### config.mk
export PLATFORM = sky130hd
export DESIGN_NAME = pattern_seq_detector
export DESIGN_NICKNAME = d
export VERILOG_FILES = /design/src/rtl/seq_det_pkg.sv /design/src/rtl/seq_det_next_state.sv /design/src/rtl/pattern_seq_detector.sv
export SDC_FILE = /design/constraint.sdc
export NUM_CORES = 1
export LEC_CHECK = 0
export ABC_AREA = 1
export CORE_UTILIZATION = 50
export CTS_BUF_LIST = sky130_fd_sc_hd__clkbuf_4 sky130_fd_sc_hd__clkbuf_8
export CTS_CLUSTER_SIZE = 24
export DETAILED_ROUTE_END_ITERATION = 7
export GPL_ROUTABILITY_DRIVEN = 0
export GPL_TIMING_DRIVEN = 0
export HOLD_SLACK_MARGIN = 0.06
export PLACE_DENSITY_LB_ADDON = 0.15
export SLEW_MARGIN = 20
export SYNTH_ARGS = -nofsm -noshare
export SYNTH_HDL_FRONTEND = slang
export SYNTH_SLANG_ARGS = --single-unit
### constraint.sdc
create_clock -name clk -period 1.6 [get_ports clk]
set_input_delay 0.24 -clock clk [delete_from_list [all_inputs] [get_ports clk]]
set_output_delay 0.24 -clock clk [all_outputs]
set_load 0.01 [all_outputs]
### src/rtl/seq_det_pkg.sv
// Shared constants and elaboration-time helpers for the serial pattern detector.
// The helpers build the KMP automaton from a compile-time pattern; they are never used at run time.
package seq_det_pkg;

  localparam logic MODE_MOORE = 1'b0;
  localparam logic MODE_MEALY = 1'b1;

  // Widest pattern the helpers can carry in their fixed-width argument.
  localparam int unsigned MAX_N = 64;

  // Bit i of the received order (i=0 is the first bit, held in pattern[n-1]).
  function automatic logic pat_bit(input logic [MAX_N-1:0] pattern,
                                   input int unsigned n, input int unsigned i);
    logic [MAX_N-1:0] t;
    t = pattern >> (n - 1 - i);
    return t[0];
  endfunction

  // Length of the longest proper border of the k-bit prefix.
  function automatic int unsigned fail_len(input logic [MAX_N-1:0] pattern,
                                           input int unsigned n, input int unsigned k);
    int unsigned best;
    logic        ok;
    best = 0;
    for (int unsigned l = 1; l < k; l++) begin
      ok = 1'b1;
      for (int unsigned i = 0; i < l; i++) begin
        if (pat_bit(pattern, n, i) != pat_bit(pattern, n, k - l + i)) ok = 1'b0;
      end
      if (ok) best = l;
    end
    return best;
  endfunction

  // Automaton step from partial-match length e (< n) on bit x.
  function automatic int unsigned next_len(input logic [MAX_N-1:0] pattern,
                                           input int unsigned n, input int unsigned e,
                                           input logic x);
    int unsigned s;
    int unsigned r;
    logic        done;
    s    = e;
    r    = 0;
    done = 1'b0;
    // Each failure link strictly shrinks s, so n+1 iterations always terminate.
    for (int unsigned j = 0; j <= n; j++) begin
      if (!done) begin
        if (pat_bit(pattern, n, s) == x) begin
          r    = s + 1;
          done = 1'b1;
        end else if (s == 0) begin
          r    = 0;
          done = 1'b1;
        end else begin
          s = fail_len(pattern, n, s);
        end
      end
    end
    return r;
  endfunction

endpackage

### src/rtl/seq_det_next_state.sv
// Combinational KMP next-state lookup (state, x, ovl) -> next state, tables built at elaboration.
module seq_det_next_state
  import seq_det_pkg::*;
#(
  parameter int unsigned  N       = 6,
  parameter logic [N-1:0] PATTERN = 6'b010110,
  parameter int unsigned  SW      = $clog2(N + 1)
) (
  input  logic [SW-1:0] state_i,
  input  logic          x,
  input  logic          ovl,
  output logic [SW-1:0] next_c
);

  localparam int unsigned      DEPTH   = 2 ** SW;
  localparam logic [MAX_N-1:0] PAT_EXT = MAX_N'(PATTERN);
  localparam logic [SW-1:0]    BORDER  = SW'(fail_len(PAT_EXT, N, N));
  localparam logic [SW-1:0]    FULL    = SW'(N);

  logic [SW-1:0] nxt0 [DEPTH];
  logic [SW-1:0] nxt1 [DEPTH];
  logic [SW-1:0] eff;

  // Tables padded to a power of two so any state code indexes safely.
  for (genvar g = 0; g < DEPTH; g++) begin : g_tbl
    if (g < N) begin : g_live
      assign nxt0[g] = SW'(next_len(PAT_EXT, N, g, 1'b0));
      assign nxt1[g] = SW'(next_len(PAT_EXT, N, g, 1'b1));
    end else begin : g_dead
      assign nxt0[g] = '0;
      assign nxt1[g] = '0;
    end
  end

  // A completed match restarts from the border (overlap) or from zero.
  always_comb begin
    eff = state_i;
    if (state_i == FULL) eff = ovl ? BORDER : '0;
    next_c = x ? nxt1[eff] : nxt0[eff];
  end

endmodule

### src/rtl/pattern_seq_detector.sv
// Parametrised serial pattern detector: state register, Moore/Mealy decode and saturating match counter.
module pattern_seq_detector
  import seq_det_pkg::*;
#(
  parameter int unsigned  N       = 6,
  parameter logic [N-1:0] PATTERN = 6'b010110,
  parameter int unsigned  CNT_W   = 8,
  localparam int unsigned SW      = $clog2(N + 1)
) (
  input  logic             clk,
  input  logic             reset,
  input  logic             x,
  input  logic             valid,
  input  logic             m,
  input  logic             ovl,
  input  logic             count_clr,
  output logic             z,
  output logic [SW-1:0]    state,
  output logic [CNT_W-1:0] match_count
);

  localparam logic [SW-1:0]    FULL    = SW'(N);
  localparam logic [CNT_W-1:0] CNT_MAX = '1;

  logic [SW-1:0]    state_q, state_d;
  logic [SW-1:0]    next_c;
  logic             moore_z_q, moore_z_d;
  logic [CNT_W-1:0] count_q, count_d;
  logic             hit_c;

  seq_det_next_state #(
    .N       (N),
    .PATTERN (PATTERN),
    .SW      (SW)
  ) u_next (
    .state_i (state_q),
    .x       (x),
    .ovl     (ovl),
    .next_c  (next_c)
  );

  // Next-state, Moore decode and counter update; hit is independent of m.
  always_comb begin
    state_d   = state_q;
    moore_z_d = moore_z_q;
    count_d   = count_q;
    hit_c     = valid & (next_c == FULL);
    if (valid) begin
      state_d   = next_c;
      moore_z_d = hit_c;
    end
    if (count_clr) begin
      count_d = hit_c ? CNT_W'(1) : '0;
    end else if (hit_c && (count_q != CNT_MAX)) begin
      count_d = count_q + CNT_W'(1);
    end
  end

  always_ff @(posedge clk or negedge reset) begin
    if (!reset) begin
      state_q   <= '0;
      moore_z_q <= 1'b0;
      count_q   <= '0;
    end else begin
      state_q   <= state_d;
      moore_z_q <= moore_z_d;
      count_q   <= count_d;
    end
  end

  // Mode only selects the decode; the state path never sees m.
  always_comb begin
    z = 1'b0;
    case (m)
      MODE_MOORE: z = moore_z_q;
      MODE_MEALY: z = hit_c;
      default:    z = 1'b0;
    endcase
  end

  assign state       = state_q;
  assign match_count = count_q;

endmodule

==> impl_metrics.yaml <==
flow_run:
  maxCapViolations: 0
global_routing:
  grt_max_degree: 13
  antenna_found_initial: 0
  track_usage: 0.228
  grt_pass1_vias: 697
  grt_pass1_wl_mm: 3.03
  grt_remaining_overflow: 0
drt:
  first_pass_iters: 4
  dr_total_vias: 870
  wirelength_mm: 2.04
  final_antenna_net_count: 0
  drc: 0
  drtIter0Drc: 27
  wl_per_cell_um: 13.1
  vias_per_cell: 5.58
cells_and_area:
  drive_gt1_frac: 0.135
  syn2layout_area_growth_pct: 31.9
  diodes: 0
  nets: 150
  nFillCells: 120
  fin_util: 0.752
power:
  p_sw_mw: 0.284
  sw_frac_of_total: 0.328
  p_comb_frac: 0.289
  p_per_area_nw_per_um2: 831
  p_int_mw: 0.581
  p_seq_frac: 0.417
  leakage_nw: 0.512
  pwr-share-clk: 0.294
  finalPower_mw: 0.864
  ir_drop_uv: 558
floorplan:
  start_util: 0.570
  die_area_um2: 1740
  ios: 19
  fp-row-count: 13
  die_y_um: 41.7
  fp.coreArea_um2: 1380
  die_x_um: 41.7
timing:
  worst_slew_pin_slew_ns: 0.564
  timing.fmax_ghz: 0.647
  fin_crit_sh: 0.965
  setup_viol: 0
  hold_viol: 0
  slew_headroom: 0.623
  fin_worst_skew_ns: 0.00494
  setup_tns_ns: 0
  final_max_slew_viol_count: 0
  min_period_ns: 1.54
logic_synthesis:
  yosysWarnings: 0
  yosysTopAreaCell: "dfrtp_1"
  yosys.cell_count.top_type: "nand2_1"
  synthesis.nets: 125
  synthesis.area_um2: 788
  synth_top_cell_area_share: 0.381
  yosysUniqueCellTypes: 20
  ys_seq_area_frac: 0.381
  synth-edff-count: 0
  synth_common_cells: "nand2_1, nand3_1, nor2_1, dfrtp_1, inv_1"
  synth_area_leaders: "dfrtp_1, nand2_1, nand3_1, nor2_1, inv_1"
  syn_avg_cell_area_um2: 6.74
  synthFlopType: "dfrtp_1"
  postSynth.asyncResetShare: 1.00
  ys_seq_elements: 12
  syn_inst: 117
clock_network:
  clockBufferDepth: 2
  path_clk_slew_ns: 0.09
  cts.sinks: 12
  cts_hold_buf: 0
  numCtsBuffers: 3
  cts_root_buf: "clkbuf_4"
  cts_max_level: 1
  clock_latency_ns: 0.28
  cts_tree: "yes"
worst_setup_path:
  cp.required_ns: 1.36
  path_class: "reg -> out"
  timing.critical_path.buf_inv: 2
  arrival_ns: 1.30
  crit_slowest_cell: "dfrtp_1"
  path_max_fanout: 4
  end_kind: "output pin"
  critPathMaxStageDelay_ns: 0.40
  crit_family: "flip-flops"
  critPathLaunchType: "flip-flop"
  cp_cell_sequence: "inv_2 -> nand3_2 -> nor2_4 -> nand2_2 -> a21oi_1 -> buf_2"
hold_path:
  hold_path_class: "in -> async"
run_status:
  status: "complete, no violations"
placement:
  port_buffers: 17
  hpwlAfterDp_mm: 1.31
==> per-layer routing <==
layer,track usage,routed length (µm),vias to the layer above
li1,-,-,421
met3,0.0435,111,8
met1,0.307,906,406
met2,0.328,961,35
met5,0,0,-
met4,0.155,60,0
==> per-stage QoR <==
step	worst slack, ns	hold slack [ns]	cell area [µm²]	instances
final	0.0554	0.314	1040	156
after global routing	-0.00703	0.338	1040	156
after CTS	0.0119	0.319	1020	155
after detailed placement	-0.361	0.476	977	149
after global placement	-0.349	0.472	977	149
after floorplan	0.306	-0.0556	788	117
==> final timing paths <==
kind,slack (ns),cells after the start,start,endpoint
worst max-delay path,0.06,6,state[1]$_DFFE_PN0P_,z
worst min register to register,0.50,2,moore_z_q$_DFFE_PN0P_,moore_z_q$_DFFE_PN0P_
worst min-delay path,0.31,1,reset,match_count[7]$_DFFE_PN0P_
worst max register to register,0.14,8,match_count[0]$_DFFE_PN0P_,match_count[3]$_DFFE_PN0P_
max in group asynchronous,0.89,1,reset,state[2]$_DFFE_PN0P_
min in group clk,0.33,4,count_clr,match_count[7]$_DFFE_PN0P_
==> power by group through the flow <==
stage	Combinational [mW]	Clock, mW	Sequential, mW
after floorplan	0.104	0	0.377
final	0.250	0.254	0.361
after detailed placement	0.207	0	0.371
after global routing	0.270	0.272	0.365
after global placement	0.201	0	0.370
after CTS	0.230	0.259	0.359
==> kinds of logic after synthesis <==
logic type,Yosys count,share of synthesized area
xor gates and xnor gates,2,0.0222
AOI/OAI and AO/OA,8,0.0524
adders and majority gates,1,0.0159
and+or+nand+nor,81,0.465
DFF,12,0.381
buffers and inverters,13,0.0635
==> registers in the layout, indices dropped and copies added, names as in the netlist <==
register     count
match_count      8
moore_z_q        1
state            3
==> repair_timing <==
item | in CTS | in global routing
gates resized for setup | 5 | 4
setup endpoints to repair | 1 | 3
pin swaps | 1 | 1
setup buffers | 2 | 1
==> cell type report <==
class	instances	area, µm²	area share
Buffer	1	5.00	0.00481
Clock buffer	4	36.3	0.0349
Inverter	12	45.0	0.0433
Multi-Input combinational cell	92	440	0.424
Sequential cell	12	304	0.292
Tap cell	15	18.8	0.0181
Timing Repair Buffer	20	190	0.183
==> layout by cell type (no fill, tap or decap), types with 2 or more instances in the layout <==
cell              n
inv_1            10
nand2_1          42
buf_2             2
buf_4             3
nor2_1           13
clkbuf_4          3
o21ai_0           2
a21oi_1           4
nand3_1          19
clkdlybuf4s50_1  15
dfrtp_2           3
dfrtp_1           9
xor2_1            2
==> worst register-to-register path: cells and delay by family, from the launching register on <==
family	cells	cell delay, ns
simple gates	7	0.71
fa+ha+maj	1	0.22
flops	1	0.42
Note: power is estimated with default switching activity, not from simulation.
